## src/rtl/multi_lane_fifo.sv

```systemverilog
// multi_lane_fifo: circular FIFO with variable-width write and pop per cycle.
// Ports:
//   clk, rstn           clock, synchronous active-low reset
//   clear               synchronous flush of pointers, level and error flags
//   wen, wcount, din    write request, words offered, write lanes (lane 0 oldest)
//   ren, rcount         pop request, words to pop
//   dout, dout_valid    oldest PAR_READ words (lane 0 = head) and their valid bits
//   level               current occupancy
//   w_accept, r_accept  combinational commit indications for this cycle
//   full, empty, almost_full, almost_empty   occupancy status
//   overflow, underflow sticky rejected-write / rejected-pop flags
module multi_lane_fifo #(
    parameter int unsigned DATA_WIDTH = 16,
    parameter int unsigned PAR_WRITE  = 2,
    parameter int unsigned PAR_READ   = 3,
    parameter int unsigned DEPTH      = 5,
    parameter int unsigned AF_LEVEL   = DEPTH - 1,
    parameter int unsigned AE_LEVEL   = 1
) (
    input  logic                               clk,
    input  logic                               rstn,
    input  logic                               clear,
    input  logic                               wen,
    input  logic [$clog2(PAR_WRITE+1)-1:0]     wcount,
    input  logic [PAR_WRITE*DATA_WIDTH-1:0]    din,
    input  logic                               ren,
    input  logic [$clog2(PAR_READ+1)-1:0]      rcount,
    output logic [PAR_READ*DATA_WIDTH-1:0]     dout,
    output logic [PAR_READ-1:0]                dout_valid,
    output logic [$clog2(DEPTH+1)-1:0]         level,
    output logic                               w_accept,
    output logic                               r_accept,
    output logic                               full,
    output logic                               empty,
    output logic                               almost_full,
    output logic                               almost_empty,
    output logic                               overflow,
    output logic                               underflow
);

    localparam int unsigned LVL_W = $clog2(DEPTH + 1);
    localparam int unsigned PTR_W = (DEPTH > 1) ? $clog2(DEPTH) : 1;

    logic [DATA_WIDTH-1:0] mem [DEPTH];
    logic [PTR_W-1:0]      wptr;
    logic [PTR_W-1:0]      rptr;
    logic [31:0]           lvl32;
    logic [31:0]           free32;
    logic [31:0]           wc32;
    logic [31:0]           rc32;
    logic                  wr_req;
    logic                  rd_req;

    // Pointer advance modulo DEPTH; operands never exceed DEPTH so one subtract suffices.
    function automatic logic [PTR_W-1:0] ptr_add(input logic [PTR_W-1:0] p, input int unsigned n);
        int unsigned s;
        s = 32'(p) + n;
        if (s >= DEPTH) s = s - DEPTH;
        return PTR_W'(s);
    endfunction

    // Acceptance and occupancy status, all from registered level.
    always_comb begin
        lvl32        = 32'(level);
        free32       = DEPTH - lvl32;
        wc32         = 32'(wcount);
        rc32         = 32'(rcount);
        wr_req       = wen && (wc32 != 32'd0);
        rd_req       = ren && (rc32 != 32'd0);
        w_accept     = !clear && wr_req && (wc32 <= PAR_WRITE) && (wc32 <= free32);
        r_accept     = !clear && rd_req && (rc32 <= PAR_READ) && (rc32 <= lvl32);
        full         = free32 < PAR_WRITE;
        empty        = lvl32 == 32'd0;
        almost_full  = lvl32 >= AF_LEVEL;
        almost_empty = lvl32 <= AE_LEVEL;
    end

    // Zero-latency read window starting at the head.
    always_comb begin
        dout       = '0;
        dout_valid = '0;
        for (int unsigned i = 0; i < PAR_READ; i++) begin
            if (i < lvl32) begin
                dout_valid[i]                     = 1'b1;
                dout[i*DATA_WIDTH +: DATA_WIDTH]  = mem[ptr_add(rptr, i)];
            end
        end
    end

    // Pointers, level and sticky error flags.
    always_ff @(posedge clk) begin
        if (!rstn || clear) begin
            wptr      <= '0;
            rptr      <= '0;
            level     <= '0;
            overflow  <= 1'b0;
            underflow <= 1'b0;
        end else begin
            if (w_accept) wptr <= ptr_add(wptr, wc32);
            if (r_accept) rptr <= ptr_add(rptr, rc32);
            level <= LVL_W'(lvl32 + (w_accept ? wc32 : 32'd0) - (r_accept ? rc32 : 32'd0));
            if (wr_req && !w_accept) overflow  <= 1'b1;
            if (rd_req && !r_accept) underflow <= 1'b1;
        end
    end

    // Storage array; deliberately not reset.
    always_ff @(posedge clk) begin
        if (rstn && w_accept) begin
            for (int unsigned i = 0; i < PAR_WRITE; i++) begin
                if (i < wc32) mem[ptr_add(wptr, i)] <= din[i*DATA_WIDTH +: DATA_WIDTH];
            end
        end
    end

endmodule

```

## config.mk

```make
export PLATFORM = sky130hd
export DESIGN_NAME = multi_lane_fifo
export DESIGN_NICKNAME = d
export VERILOG_FILES = /design/src/rtl/multi_lane_fifo.sv
export SDC_FILE = /design/constraint.sdc
export NUM_CORES = 1
export LEC_CHECK = 0
export ABC_AREA = 1
export CORE_MARGIN = 2
export CORE_UTILIZATION = 25
export CTS_CLUSTER_DIAMETER = 50
export DETAILED_ROUTE_END_ITERATION = 10
export SLEW_MARGIN = 10
export SYNTH_ARGS = -nofsm -noshare
export SYNTH_HDL_FRONTEND = slang
export SYNTH_SLANG_ARGS = --single-unit
```

## constraint.sdc

```tcl
create_clock -name clk -period 3.1 [get_ports clk]
set_input_delay 0.31 -clock clk [delete_from_list [all_inputs] [get_ports clk]]
set_output_delay 0.31 -clock clk [all_outputs]
set_load 0.03 [all_outputs]
```

==> results of run 1 <==
-- logic make-up after synthesis --
logic type,count (synthesis),share of synthesized area
flip-flops,91,0.320
XOR/XNOR,7,0.00977
AO/OA/AOI/OAI,134,0.0846
AND/OR/NAND/NOR,728,0.400
adder cells (fa/ha/maj),33,0.0550
buffers and inverters,251,0.131
-- critical path: cells and delay by family, from the launching register on --
family                     cells  cell delay [ps]
and+or+nand+nor                6              810
buffers and inverters          4              650
DFF                            1              400
adders and majority gates      1              240
AOI/OAI and AO/OA              1              150
-- cell type report --
cell class / count / area [sq um] / share of cell area
inverter: 183 / 693 / 0.0683
clock inverter: 5 / 37.5 / 0.00370
clock buffer: 11 / 233 / 0.0229
tap: 442 / 553 / 0.0545
multi-input combinational: 902 / 4530 / 0.446
timing repair buffer: 150 / 1480 / 0.146
sequential: 91 / 2630 / 0.259
-- per-layer routing --
| layer | vias up | routed length [um] |
|---|---|---|
| li1 | 4227 | - |
| met1 | 3812 | 13100 |
| met2 | 369 | 11800 |
| met3 | 53 | 2010 |
| met4 | 0 | 860 |
| met5 | - | 0 |
-- timing repair --
item | in CTS | in global routing
buffers inserted | 0 | 1
cloned | 0 | 0
resized for setup | 4 | 11
endpoints found under the setup margin | 17 | 33
hold buffers | 0 | 0
-- report_power, final --
part | internal, mW | switching (mW) | leakage [nW]
Combinational | 0.379 | 0.606 | 4.02
Sequential | 1.35 | 0.0160 | 0.812
Clock | 0.548 | 0.467 | 0.128
-- sequential cells by signal (all words and copies together), names as in the netlist --
| register | flops |
|---|---|
| mem | 80 |
| level | 3 |
| rptr | 3 |
| wptr | 3 |
| overflow | 1 |
| underflow | 1 |
-- worst paths after layout --
path	startpoint	end	slack [ps]
hold / removal	underflow$_SDFFE_PP0P_	underflow$_SDFFE_PP0P_	480
setup / recovery	rptr[1]$_SDFFE_PP0N_	dout[4]	180
setup reg to reg	level[1]$_SDFF_PP0_	level[2]$_SDFF_PP0_	260
hold reg to reg	underflow$_SDFFE_PP0P_	underflow$_SDFFE_PP0P_	480
-- cell usage in the layout, fill, tap and decap left out, types with 3 or more instances in the layout --
cell type,synthesis,final
o21ai_1,15,17
a21oi_1,26,21
nand3_1,286,286
edfxtp_1,80,80
a21oi_2,0,5
or2_2,3,3
nor2_4,6,6
nand2_2,6,7
clkbuf_16,0,9
ha_1,28,28
buf_4,14,78
nor2_1,55,55
nand4_1,4,4
dfxtp_1,11,9
o21ai_2,3,4
inv_1,176,174
xnor2_1,4,4
nand3_4,3,3
fa_1,5,5
clkdlybuf4s50_1,0,53
nand2_4,4,4
o21ai_0,85,82
buf_12,0,17
nand2_1,356,355
inv_2,6,7
-- stage by stage --
step	TNS, ps	instance area [sq um]	utilization	hold WS [ps]	cells
floorplan	0	8200	-	489	1244
global placement	0	9830	0.304	472	1767
detailed placement	-0.177	9830	0.304	471	1767
CTS	0	10100	0.312	486	1783
global route	0	10200	0.314	523	1784
finish	0	10200	0.314	479	1784
==> summary.md, run 1 <==
| Metric | Value |
|---|---|
| Fin. Hold Viols | 0 |
| Setup crit start kind | register |
| Die ar. | 34200 sq um |
| Arrival time worst endpoint | 2610 ps |
| GRT met1 Usage | 0.236 |
| Max stage delay on crit path | 400 ps |
| TritonCTS buffer count | 9 |
| RSZ-0062 raised after global routing | false |
| Initial core utilization | 0.253 |
| PortBufs | 102 |
| Crit path cell chain | clkinvlp_4 -> ha_1 -> nand2_1 -> nand3_4 -> nand2_1 -> buf_4 -> nand3_1 -> nand3_1 -> nand2_1 -> a21oi_1 -> buf_4 -> buf_12 |
| Cell area after synthesis | 8200 sq um |
| Residual DRC count | 0 |
| Met2 Resource Use GR | 0.254 |
| Total track usage | 0.166 |
| Cell with the most instances after synthesis | nand2_1 |
| DRT Pass-1 Iters | 6 |
| Max cap viols | 0 |
| Final min period | 2920 ps |
| Largest net degree at the start of global routing | 34 |
| Share of the synthesized area in the top cell type | 0.293 |
| Number of antenna violations at the first check in global routing | 0 |
| H-tree lvl count | 3 |
| Via density per instance | 4.74 |
| FFs w/ async S/R, synth | 0 |
| Final Max Tran Viols | 0 |
| Netlist cell types | 34 |
| Most Crowded Layer GR | met2 |
| Max FO, Critical Path | 10 |
| Pwr Density | 331 nW/um^2 |
| Outcome | finished, final reports clean |
| Top cell by count, worst path | nand2_1 |
| Worst Setup End Kind | output pin |
| Layout Nets | 1411 |
| Sink Count | 91 |
| Synth-to-layout area growth | 23.9% |
| Sequential-to-total area share from yosys stat | 0.320 |
| First DRT Iteration DRCs | 922 |
| Place WS | -0.177 ps |
| Met3 usage | 0.0250 |
| Worst slew margin | 0.661 |
| Gate Count Post-Synth | 1244 |
| Die height | 185 um |
| ANT cells | 0 |
| Layout cells sized above 1 | 0.117 |
| Peak supply drop | 0.000271 V |
| DP HPWL | 21700 um |
| Syn_area_per_cell | 6.59 sq um |
| Leakage power | 4.96 nW |
| Clock Pin Slew Worst Setup and Hold Paths | 60 ps |
| Placer congestion estimate | 0.868 |
| Post-Syn Nets | 1318 |
| Register-to-Register Path Depth | 13 |
| Measured slew at the worst slew-check pin | 506 ps |
| Root Driver | clkbuf_16 |
| Fin worst setup slack | 178 ps |
| Row cnt | 66 |
| Die Wd | 185 um |
| Core box area | 32400 sq um |
| Worst hold path class | reg2reg |
| Worst hold stages | 2 |
| Num ports | 103 |
| Crit share post-route | 0.943 |
| Via count | 8461 |
| Antenna Nets Post-Route | 0 |
| Flops & latches, synth | 91 |
| Grt ovf | 0 |
| WL final | 27800 um |
| Worst-Skew Late Latency | 340 ps |
| Drt wl/cell | 15.6 um |
| WP data required | 2790 ps |
| Global-route wire length before repair | 44600 um |
| Area leader, netlist | edfxtp_1 |
| Setup Crit Path Kind | reg2out |
| Final setup violating endpoints | 0 |
| CTS tree | done |
| Top cells by area, synth | edfxtp_1 29%, nand3_1 17%, nand2_1 16% |
| Total of fill cells in the finished design | 3568 |
| FMAX | 342 MHz |
| Fin Clk Skew | 5.86 ps |
| Top post-synthesis cells by count | 356 x nand2_1, 286 x nand3_1, 176 x inv_1 |
| Vias in the first global route | 7968 |
| Worst-case clock buffer depth | 2 |
| Tot Pwr | 3.37 mW |
| EDFF count, synth | 80 |
| Ys Warns | 0 |
| Slowest-stage cell, CP | dfxtp_4 |
| Dominant synthesized flop cell | edfxtp_1 |
No activity file was read; power rests on OpenSTA's default activity.
==> inputs of run 2 (changes only) <==
Settings changed: ABC_CLOCK_PERIOD_IN_PS from default to 3100.
==> results of run 2 <==
No change in the layout: final DEF, timing and power equal those of run 1.
